**config.mk**
```make
export PLATFORM = sky130hd
export DESIGN_NAME = score_keeper
export DESIGN_NICKNAME = d
export VERILOG_FILES = /design/src/rtl/score_keeper.sv
export SDC_FILE = /design/constraint.sdc
export NUM_CORES = 1
export LEC_CHECK = 0
export BUFFER_PORTS_ARGS = -buffer_cell sky130_fd_sc_hd__buf_4
export CAP_MARGIN = 20
export CELL_PAD_IN_SITES_DETAIL_PLACEMENT = 0
export CELL_PAD_IN_SITES_GLOBAL_PLACEMENT = 1
export CORE_ASPECT_RATIO = 0.8
export CORE_MARGIN = 2
export CORE_UTILIZATION = 45
export CTS_BUF_LIST = sky130_fd_sc_hd__clkbuf_8
export DETAILED_ROUTE_END_ITERATION = 12
export GPL_ROUTABILITY_DRIVEN = 0
export HOLD_SLACK_MARGIN = 0.12
export MAX_ROUTING_LAYER = met4
export PLACE_DENSITY_LB_ADDON = 0.1
export SLEW_MARGIN = 20
export SYNTH_ARGS = -nofsm -noshare
export SYNTH_HDL_FRONTEND = slang
export SYNTH_SLANG_ARGS = --single-unit
```
**constraint.sdc**
```tcl
create_clock -name clock -period 8.35 [get_ports clock]
set_input_delay 0.4175 -clock clock [delete_from_list [all_inputs] [get_ports clock]]
set_output_delay 0.4175 -clock clock [all_outputs]
set_load 0.05 [all_outputs]
```
**src/rtl/score_keeper.sv**
```systemverilog
// Game score keeper: BCD score with saturation, level progression and
// best-score/best-level tracking across games until reset.
//
// state | meaning
// IDLE  | after reset, waiting for new_game; inputs ignored
// RUN   | game active; point/bonus add score, collision ends game
// OVER  | game ended; score/level frozen until new_game
module score_keeper #(
    parameter int LEVEL_STEP = 20,
    parameter int MAX_LEVEL  = 7
) (
    input  logic        clock,
    input  logic        resetn,
    input  logic        new_game,
    input  logic        point,
    input  logic        bonus,
    input  logic        collision,
    output logic [11:0] score,
    output logic [2:0]  level,
    output logic [11:0] high_score,
    output logic [2:0]  high_level,
    output logic        game_over,
    output logic        level_up
);

    typedef enum logic [1:0] {IDLE, RUN, OVER} state_t;

    state_t      state_q, state_d;
    logic [11:0] score_q, score_d;
    logic [2:0]  level_q, level_d;
    logic [6:0]  prog_q, prog_d;
    logic [11:0] hi_score_q, hi_score_d;
    logic [2:0]  hi_level_q, hi_level_d;
    logic        level_up_q, level_up_d;

    logic [2:0]  add;
    logic [4:0]  sum0, sum1, sum2;
    logic        c0, c1, c2;
    logic [3:0]  dig0, dig1, dig2;
    logic [11:0] score_sum;
    logic [6:0]  prog_sum;

    // Per-digit decimal add; a carry out of the hundreds digit means > 999.
    always_comb begin
        add  = {2'b00, point} + (bonus ? 3'd5 : 3'd0);
        sum0 = {1'b0, score_q[3:0]} + {2'b00, add};
        c0   = (sum0 > 5'd9);
        dig0 = c0 ? 4'(sum0 - 5'd10) : sum0[3:0];
        sum1 = {1'b0, score_q[7:4]} + {4'b0000, c0};
        c1   = (sum1 > 5'd9);
        dig1 = c1 ? 4'(sum1 - 5'd10) : sum1[3:0];
        sum2 = {1'b0, score_q[11:8]} + {4'b0000, c1};
        c2   = (sum2 > 5'd9);
        dig2 = c2 ? 4'(sum2 - 5'd10) : sum2[3:0];
        score_sum = c2 ? 12'h999 : {dig2, dig1, dig0};
        prog_sum  = prog_q + {4'b0000, add};
    end

    always_comb begin
        state_d    = state_q;
        score_d    = score_q;
        level_d    = level_q;
        prog_d     = prog_q;
        level_up_d = 1'b0;
        hi_score_d = (score_q > hi_score_q) ? score_q : hi_score_q;
        hi_level_d = (level_q > hi_level_q) ? level_q : hi_level_q;

        if (new_game) begin
            state_d = RUN;
            score_d = 12'h000;
            level_d = 3'd1;
            prog_d  = 7'd0;
        end else if (state_q == RUN) begin
            if (collision) begin
                state_d = OVER;
            end else begin
                score_d = score_sum;
                if (level_q < 3'(MAX_LEVEL)) begin
                    if (prog_sum >= 7'(LEVEL_STEP)) begin
                        level_d    = level_q + 3'd1;
                        level_up_d = 1'b1;
                        // Progress is parked at 0 once the ceiling is reached.
                        prog_d     = (level_q == 3'(MAX_LEVEL - 1)) ?
                                     7'd0 : prog_sum - 7'(LEVEL_STEP);
                    end else begin
                        prog_d = prog_sum;
                    end
                end else begin
                    prog_d = 7'd0;
                end
            end
        end
    end

    always_ff @(posedge clock or negedge resetn) begin
        if (!resetn) begin
            state_q    <= IDLE;
            score_q    <= 12'h000;
            level_q    <= 3'd0;
            prog_q     <= 7'd0;
            hi_score_q <= 12'h000;
            hi_level_q <= 3'd0;
            level_up_q <= 1'b0;
        end else begin
            state_q    <= state_d;
            score_q    <= score_d;
            level_q    <= level_d;
            prog_q     <= prog_d;
            hi_score_q <= hi_score_d;
            hi_level_q <= hi_level_d;
            level_up_q <= level_up_d;
        end
    end

    assign score      = score_q;
    assign level      = level_q;
    assign high_score = hi_score_q;
    assign high_level = hi_level_q;
    assign game_over  = (state_q == OVER);
    assign level_up   = level_up_q;

endmodule

```
**Word level (Yosys, flattened, before mapping)**

Cells that the tools add are included.

- Output and inout port bits: 32
- Register bits after elaboration: 40
- Bits of input ports: 6
- Word-level logic and storage cells: 60

- Add/subtract/negate cells: 9
- Reduce and logical (&&, ||, !) cells: 7
- Order comparisons: 7
- Mux-type cells: 26
- Equal/unequal tests: 4

Operator list:

| cell | count |
|---|---|
| $mux W12 | 4 |
| $mux W7 | 6 |
| $mux W3 | 6 |
| $gt A5 B4 Y1 const B | 3 |
| $gt A12 B12 Y1 | 1 |
| $add A4 B1 Y5 | 2 |
| $mux W4 | 2 |
| $reduce_bool A2 Y1 | 4 |
| $sub A4 B4 Y4 const B | 2 |
| $add A7 B3 Y7 | 1 |
| $ge A7 B5 Y1 const B | 1 |
| $sub A7 B5 Y7 const B | 1 |
| $mux W2 | 3 |
| $add A4 B3 Y5 | 1 |
| $mux W1 | 5 |
| $reduce_and A2 Y1 | 2 |
| $reduce_and A4 Y1 | 1 |
| $add A1 B3 Y3 | 1 |
| $add A3 B1 Y3 const B | 1 |
| $eq A3 B3 Y1 const B | 1 |
| $gt A3 B3 Y1 | 1 |
| $lt A3 B3 Y1 const B | 1 |
| $eq A2 B1 Y1 const B | 1 |
| $eq A2 B2 Y1 const B | 1 |
| $ne A2 B2 Y1 const B | 1 |

**Depth between registers and ports, before layout**

Gate-level depths: netlist of run 1.

- Depth after elaboration: 12
- Gate-level depth with buffers: 22
- Depth with buffers taken out: 22

**Worst setup path before layout of run 1**

Ideal clock, no wire load.

- Path kind: input -> register
- Start point: input point
- End point: register score_q[10], in the netlist score[10]
- Setup time: 0.086 ns
- Setup slack: 4.041 ns
- Buffers on the path: 0
- Required time: 8.264 ns
- Data arrival time: 4.223 ns
- Stages on the path: 21
- Path through: ha_1 ha_1 nor2b_1 o21ai_0 and2_1 o32ai_1 a221o_1 inv_1 ha_1 ha_1 nor2b_1 a211oi_1 nor2_1 ha_1 ha_1 o21a_1 o22ai_1 nand2_1 nor2_1 nand2_1 o21ai_0

- Cells in the longest elaborated chain, start to end: 11

RTL lines:

| element | line | text |
|---|---|---|
| start, declared | 15 | `input logic point,` |
| $add A1 B3 Y3 (*) | 45 | `add = {2'b00, point} + (bonus ? 3'd5 : 3'd0);` |
| $add A4 B3 Y5 (*) | 46 | `sum0 = {1'b0, score_q[3:0]} + {2'b00, add};` |
| $gt A5 B4 Y1 (*) | 47 | `c0 = (sum0 > 5'd9);` |
| $add A4 B1 Y5 (*) | 49 | `sum1 = {1'b0, score_q[7:4]} + {4'b0000, c0};` |
| $gt A5 B4 Y1 (*) | 50 | `c1 = (sum1 > 5'd9);` |
| $add A4 B1 Y5 (*) | 52 | `sum2 = {1'b0, score_q[11:8]} + {4'b0000, c1};` |
| $gt A5 B4 Y1 | 53 | `c2 = (sum2 > 5'd9);` |
| $mux W12 (*) | 55 | `score_sum = c2 ? 12'h999 : {dig2, dig1, dig0};` |
| $mux W12 (*) | 74 | `if (collision) begin` |
| $mux W12 (*) | 73 | `end else if (state_q == RUN) begin` |
| $mux W12 (*) | 68 | `if (new_game) begin` |
| end signal, assigned | 106 | `score_q <= score_d;` |
| end, declared | 29 | `logic [11:0] score_q, score_d;` |

Mark *: on every way between the ends. The rest lies on a longest branch, timed or not. The select of a mux whose other input is x is not followed.
A chain may end at the register's enable or synchronous reset.

**Worst setup path in the final report of run 1**

- Start point: input bonus
- End point: register score_q[10], in the netlist score[10]

- Cells in the longest elaborated chain, start to end: 12

RTL lines:

| element | line | text |
|---|---|---|
| start, declared | 16 | `input logic bonus,` |
| $mux W3 (*) | 45 |  |
| $add A1 B3 Y3 (*) | 45 |  |
| $add A4 B3 Y5 (*) | 46 |  |
| $gt A5 B4 Y1 (*) | 47 |  |
| $add A4 B1 Y5 (*) | 49 |  |
| $gt A5 B4 Y1 (*) | 50 |  |
| $add A4 B1 Y5 (*) | 52 |  |
| $gt A5 B4 Y1 | 53 |  |
| $mux W12 (*) | 55 |  |
| $mux W12 (*) | 74 |  |
| $mux W12 (*) | 73 |  |
| $mux W12 (*) | 68 |  |

Marked as above.

==> out/results.txt, run 1 <==
clk sinks - 40
DRT iter0 DRCs - 95
placed cell area - 3366 um2
Num CTS Buffers - 5
static leakage - 0.001616 uW
chip width - 95.86 um
initial antenna violation count - 0
first-pass GRT wire length - 11610 um
vias - 2464
max_cap viols - 0
Slew Viols, Final - 0
routed wire length - 6594 um
crit end category - register
# port buffers - 37
DR pass1 iterations - 4
Worst slew margin - 0.4149
Layout area overhead - 13.80%
min Tclk post-route - 4.731 ns
status - finished, final reports clean
Setup violations, final - 0
Reg clk slew, reported paths - 0.08 ns
DP HPWL - 4890 um
Placeable Area - 6474 um2
Ys Warns - 0
Worst-Margin Slew - 0.8744 ns
pin count of the biggest net entering global routing - 41
Mapped Cells - 324
CP top delay family - adder cells
Worst path most repeated cell - ha_1
Final Skew - 0.01215 ns
GRT Total Usage - 0.2019
Peak VDD IR - 0.00009924 V
Max Clock Freq - 211.4 MHz
number of synthesized flops with an enable pin - 0
Synth Area per Inst - 9.376 um2
CTS tree - yes
most frequent cell after synthesis - dfrtp_1
top post-synthesis cells by count - dfrtp_1, ha_1, inv_1
syn nets - 363
crit-path cells - buf_4, ha_1, ha_1, nor2b_1, o21ai_0, and2_1, o32ai_1, a221o_1, inv_1, ha_1, ha_1, nor2b_1, a211oi_1, nor2_1, ha_1, ha_1, o21a_1, o22ai_1, nand2_1, nor2_1, nand2_1, o21ai_0
Die ar. - 7428 um2
Seq/Total Area, Yosys - 0.3295
Fin Setup TNS - 0 ns
Final Net Count - 396
number of diodes - 0
WS Path Type - in -> reg
synthesized area - 3038 um2
Worst EP required - 8.57 ns
top cell type's share of synthesized area - 0.3295
area taken by multi-input logic gates - 1881 um2
Row Count - 26
CP Max Fanout - 8
Yosys reg bits - 40
period utilization - 0.5666
fill count - 629
Final Util - 0.5340
final hold violation count - 0
Initial Util - 0.4693
layout cells sized above 1 - 0.1961
Via density - 5.587
root buf cell - clkbuf_8
Routed Antenna Nets - 0
gr ovfl total - 0
HP Class - in -> reg
PD cells - 172.0 nW/um2
routed len/inst - 14.95 um
number of global-route vias before repair - 2320
clk buf depth - 2
Synth area leader - dfrtp_1
Area contributors post-synth - dfrtp_1, ha_1, mux2_2
Register Area - 1001 um2
I/O pin total - 38
startpoint types - primary input
slowest stage delay, CP - 0.42 ns
DRC viols - 0
worst path buffer plus inverter count - 2
design area - 3457 um2
arrival time of the worst setup path - 4.95 ns
ys async rst share - 1.000
Max H-tree Level - 2
Post-synth top flop - dfrtp_1
RSZ-0062 raised after global routing - no
Clk Latency, worst-skew pair - 0.30 ns
Die Height - 77.49 um
Slowest-stage cell, CP - nor2_1
Cell variety after synth - 55
## path summary, 6_finish.rpt
| kind | start | endpoint | slack, ns | depth (start not counted) |
|---|---|---|---|---|
| max in group asynchronous | resetn | score[0]$_DFFE_PN0P_ | 7.36 | 2 |
| worst min-delay path | collision | state_q[1]$_DFFE_PN0P_ | 0.39 | 3 |
| worst max-delay path | bonus | score[10]$_DFFE_PN0P_ | 3.62 | 22 |
| min in group asynchronous | resetn | high_level[1]$_DFFE_PN0N_ | 0.62 | 2 |
| worst max register to register | score[1]$_DFFE_PN0P_ | score[10]$_DFFE_PN0P_ | 3.70 | 20 |
| worst min register to register | prog_q[0]$_DFFE_PN0P_ | prog_q[0]$_DFFE_PN0P_ | 0.53 | 1 |
## kinds of logic (layout without fill, tap and decap cells)
logic type | Yosys count | in the layout | synth area share
multiplexers | 17 | 17 | 0.06137
AO/OA/AOI/OAI | 86 | 86 | 0.2101
XOR/XNOR | 12 | 12 | 0.03460
adder cells (fa/ha/maj) | 33 | 33 | 0.1359
buffers and inverters | 38 | 71 | 0.05148
AND/OR/NAND/NOR | 98 | 98 | 0.1771
flip-flops | 40 | 40 | 0.3295
## registers in the layout (all words and copies together) (netlist names)
name,flops
high_score,12
score,12
state_q,2
high_level,3
level,3
prog_q,7
level_up,1
## final cells by class
class | instances | area share
Inverter | 25 | 0.02714
Clock inverter | 2 | 0.003619
Tap cell | 84 | 0.03040
Multi-Input combinational cell | 246 | 0.5440
Sequential cell | 40 | 0.2895
Clock buffer | 5 | 0.01991
Timing Repair Buffer | 39 | 0.08541
## power by group
part	internal (uW)	leakage (uW)	switching [uW]
logic	96.1	0.00104	145
registers	209	0.000535	18.0
clock network	56.6	0.0000400	69.3
## tightest hold or removal path, cell delays in order
cell     delay, ns
buf_4         0.10
a21oi_1       0.06
nor2_1        0.08
## per-stage QoR
step,hold slack (ns),total power [uW],std cells,setup WS (ns)
2_1_floorplan,0.1219,406.9,324,4.041
5_1_grt,0.4180,633.1,441,3.146
6_report,0.3907,594.7,441,3.619
3_3_place_gp,0.4396,470.4,433,3.512
3_5_place_dp,0.4336,472.5,433,3.301
4_1_cts,0.3866,601.6,441,3.639
## cells in the final DEF, fill, tap and decap left out, types with 3 or more instances in the layout
master / count
mux2i_1: 4
o21ai_1: 3
a211oi_1: 3
a31oi_1: 8
dfrtp_1: 40
or3_1: 4
a22o_1: 8
xor2_1: 3
a21o_1: 7
o21ai_0: 9
nand2_1: 18
a21oi_1: 23
mux2_2: 13
nor2_1: 22
buf_4: 38
nand2b_1: 7
nor2b_1: 7
nand4_1: 6
ha_1: 33
clkbuf_8: 5
inv_1: 25
nand3_1: 5
and2_1: 3
nor3_1: 10
xnor2_1: 9
## timing repair
item | in CTS | in global routing
resized for setup | 0 | 0
endpoints found under the hold margin | 24 | 0
buffers inserted | 0 | 0
hold buffers | 1 | 0
## layer usage
layer	vias to the layer above	part of all wire	global-route usage	wire length, um
met1	1173	0.54	0.3091	3546
met5	-	0	-	0
met4	0	0.011	0.05143	74
met3	8	0.035	0.03204	228
li1	1243	-	-	-
met2	40	0.42	0.2762	2745
(Power assumes the default switching activity.)
==> run 2: changes to the inputs <==
--- a/config.mk
+++ b/config.mk
@@ -11,7 +11,7 @@
 export CELL_PAD_IN_SITES_GLOBAL_PLACEMENT = 1
 export CORE_ASPECT_RATIO = 0.8
 export CORE_MARGIN = 2
-export CORE_UTILIZATION = 45
+export CORE_UTILIZATION = 42
 export CTS_BUF_LIST = sky130_fd_sc_hd__clkbuf_8
 export DETAILED_ROUTE_END_ITERATION = 12
 export GPL_ROUTABILITY_DRIVEN = 0
==> constraint.sdc (replaced) <==
create_clock -name clock -period 3.8 [get_ports clock]
set_input_delay 0.19 -clock clock [delete_from_list [all_inputs] [get_ports clock]]
set_output_delay 0.19 -clock clock [all_outputs]
set_load 0.05 [all_outputs]
==> run 2 against run 1 <==
Effect of this change: sequential share of layout area fell by 2.8 points; count of clock-buffer cells in the layout stayed put; clock skew grew 0.0038 ns; critical endpoint is now score[0]$_DFFE_PN0P_.
==> out/results.txt, run 2 (same netlist as run 1, synthesis figures left out) <==
status - finished, final reports clean (unchanged)
fill count - 660 (was 629)
I/O pin total - 38 (unchanged)
Int Pwr - 821.8 uW (was 362.1 uW)
slowest stage delay, CP - 0.42 ns (about the same)
Die Height - 80.07 um (was 77.49 um)
R2R setup slack - 0.08 ns (was 3.70 ns)
chip width - 99.09 um (was 95.86 um)
WS Path Type - reg -> reg (was in -> reg)
Layout area overhead - 26.07% (was 13.80%)
Max H-tree Level - 2 (unchanged)
clk sinks - 40 (unchanged)
Die ar. - 7934 um2 (was 7428 um2)
period utilization - 0.9794
Register Area - 1003 um2 (was 1001 um2)
Via density - 5.445 (was 5.587)
# port buffers - 37 (unchanged)
Row Count - 27 (was 26)
layout cells sized above 1 - 0.3211 (was 0.1961)
Slowest-stage cell, CP - dfrtp_2 (was nor2_1)
Worst EP required - 3.96 ns (was 8.57 ns)
max_cap viols - 0 (unchanged)
Final Net Count - 422 (was 396)
arrival time of the worst setup path - 3.88 ns (was 4.95 ns)
hold path depth - 3 (unchanged)
pin count of the biggest net entering global routing - 41 (unchanged)
# placed instances - 457 (was 433)
Routed Antenna Nets - 0 (unchanged)
Setup violations, final - 0 (unchanged)
number of diodes - 0 (unchanged)
Worst slew margin - 0.3901 (was 0.4149)
placed cell area - 3625 um2 (was 3366 um2)
combinational share of power - 0.425 (was 0.406)
Num CTS Buffers - 5 (unchanged)
Max Clock Freq - 268.7 MHz
DR pass1 iterations - 4 (unchanged)
sw power - 530.6 uW (was 232.7 uW)
Initial Util - 0.4365 (was 0.4693)
worst hold margin - 0.1603 ns (was 0.3907 ns)
startpoint types - register (was primary input)
GRT Total Usage - 0.1890 (was 0.2019)
initial antenna violation count - 0 (unchanged)
most common cell after layout, fill and taps aside - buf_4 (was dfrtp_1)
first-pass GRT wire length - 11730 um (was 11610 um)
crit-path cells - ha_4, nor2b_1, o21ai_1, and2_4, o32ai_2, a221o_1, inv_2, ha_4, ha_4, nor2b_2, a211oi_4, nor2_2, ha_2, ha_4, nor2_2, a21oi_2, o22ai_2, nand2_4, buf_4, nor2_1, a211oi_2 (was buf_4, ha_1, ha_1, nor2b_1, o21ai_0, and2_1, o32ai_1, a221o_1, inv_1, ha_1, ha_1, nor2b_1, a211oi_1, nor2_1, ha_1, ha_1, o21a_1, o22ai_1, nand2_1, nor2_1, nand2_1, o21ai_0)
final hold violation count - 0 (unchanged)
routed wire length - 7167 um (was 6594 um)
number of global-route vias before repair - 2357 (was 2320)
Worst-Margin Slew - 0.9114 ns (was 0.8744 ns)
DP HPWL - 5310 um (was 4890 um)
DRT iter0 DRCs - 87 (was 95)
most frequent cells in the layout - buf_4, dfrtp_1, ha_1 (was dfrtp_1, buf_4, ha_1)
CP Max Fanout - 8 (unchanged)
sw frac - 0.3924 (was 0.3912)
Clk Latency, worst-skew pair - 0.30 ns (about the same)
Final Util - 0.5503 (was 0.5340)
root buf cell - clkbuf_8 (unchanged)
clk buf depth - 2 (unchanged)
design area - 3830 um2 (was 3457 um2)
static leakage - 0.001757 uW (was 0.001616 uW)
Flop pwr share - 0.369 (was 0.382)
clock share of power - 0.206 (was 0.212)
min Tclk post-route - 3.722 ns
vias - 2559 (was 2464)
routed len/inst - 15.25 um (was 14.95 um)
Slew Viols, Final - 0 (unchanged)
Peak VDD IR - 0.0001902 V (was 0.00009924 V)
CTS tree - yes (unchanged)
area taken by multi-input logic gates - 2052 um2 (was 1881 um2)
Worst Reg-to-Reg Cells - 21 (was 20)
DRC viols - 0 (unchanged)
crit end category - register (unchanged)
Final Skew - 0.01592 ns (was 0.01215 ns)
Cell Count, Final, Fillers Out - 470 (was 441)
Reg clk slew, reported paths - 0.08 ns (about the same)
Worst path most repeated cell - ha_4 (was ha_1)
Fin Setup TNS - 0 ns (unchanged)
Placeable Area - 6959 um2 (was 6474 um2)
HP Class - in -> reg (unchanged)
PD cells - 353.1 nW/um2 (was 172.0 nW/um2)
gr ovfl total - 0 (unchanged)
==> run 2: cell count changes in the layout (fill, tap and decap cells not counted), moves of 3 or more <==
cell / before / now
a21oi_1: 23 / 20
buf_4: 38 / 64
ha_4: 0 / 5
nor2_1: 22 / 19
ha_1: 33 / 27
==> run 2: path summary, 6_finish.rpt <==
path | start | end
worst max-delay path | score[0]$_DFFE_PN0P_ | score[0]$_DFFE_PN0P_
worst min-delay path | collision | state_q[1]$_DFFE_PN0P_
worst max register to register | score[0]$_DFFE_PN0P_ | score[0]$_DFFE_PN0P_
worst min register to register | prog_q[0]$_DFFE_PN0P_ | prog_q[0]$_DFFE_PN0P_
max in group asynchronous | resetn | score[1]$_DFFE_PN0P_
min in group asynchronous | resetn | level[2]$_DFFE_PN0P_
==> run 2: timing repair <==
item,in CTS,in global routing
gates resized for setup,0,16
buffers inserted,0,5
endpoints found under the setup margin,0,11
endpoints found under the hold margin,40,0
hold buffers,1,0
==> run 2: area by class of cell <==
| type | count | share of cell area |
|---|---|---|
| clock buffers | 5 | 0.01797 |
| clock inverters | 2 | 0.003267 |
| inverters | 25 | 0.02450 |
| multi-input cells | 246 | 0.5358 |
| flip-flops and latches | 40 | 0.2620 |
| well taps | 87 | 0.02842 |
| repair buffers | 65 | 0.1281 |
==> run 2: stage by stage <==
step / setup slack [ns] / power, uW
finish: 0.07817 / 1352
global route: -0.1265 / 1441
CTS: 0.01498 / 1353
detailed placement: -0.1797 / 1068
global placement: -0.01316 / 1057
floorplan: 0.02192 / 907.5
==> run 2: layer usage <==
metal	vias up	routed length, um	track usage	share of wire
met5	-	0	-	0
met4	0	97	0.04795	0.014
met3	10	272	0.03133	0.038
met2	45	3107	0.2709	0.43
met1	1208	3690	0.2776	0.51
li1	1296	-	-	-
==> run 2: power groups by stage <==
stage          logic, uW  clock network, uW  registers [uW]
2_1_floorplan        309                  0             598
3_3_place_gp         551                  0             506
3_5_place_dp         560                  0             508
4_1_cts              562                290             500
5_1_grt              630                305             506
6_report             574                279             499
==> run 2: critical path: cells and delay by family (launching register included) <==
family | cells | cell delay, ns
DFF | 1 | 0.42
buffers and inverters | 2 | 0.27
adders and majority gates | 5 | 0.90
AOI/OAI and AO/OA | 7 | 1.21
and+or+nand+nor | 7 | 0.79
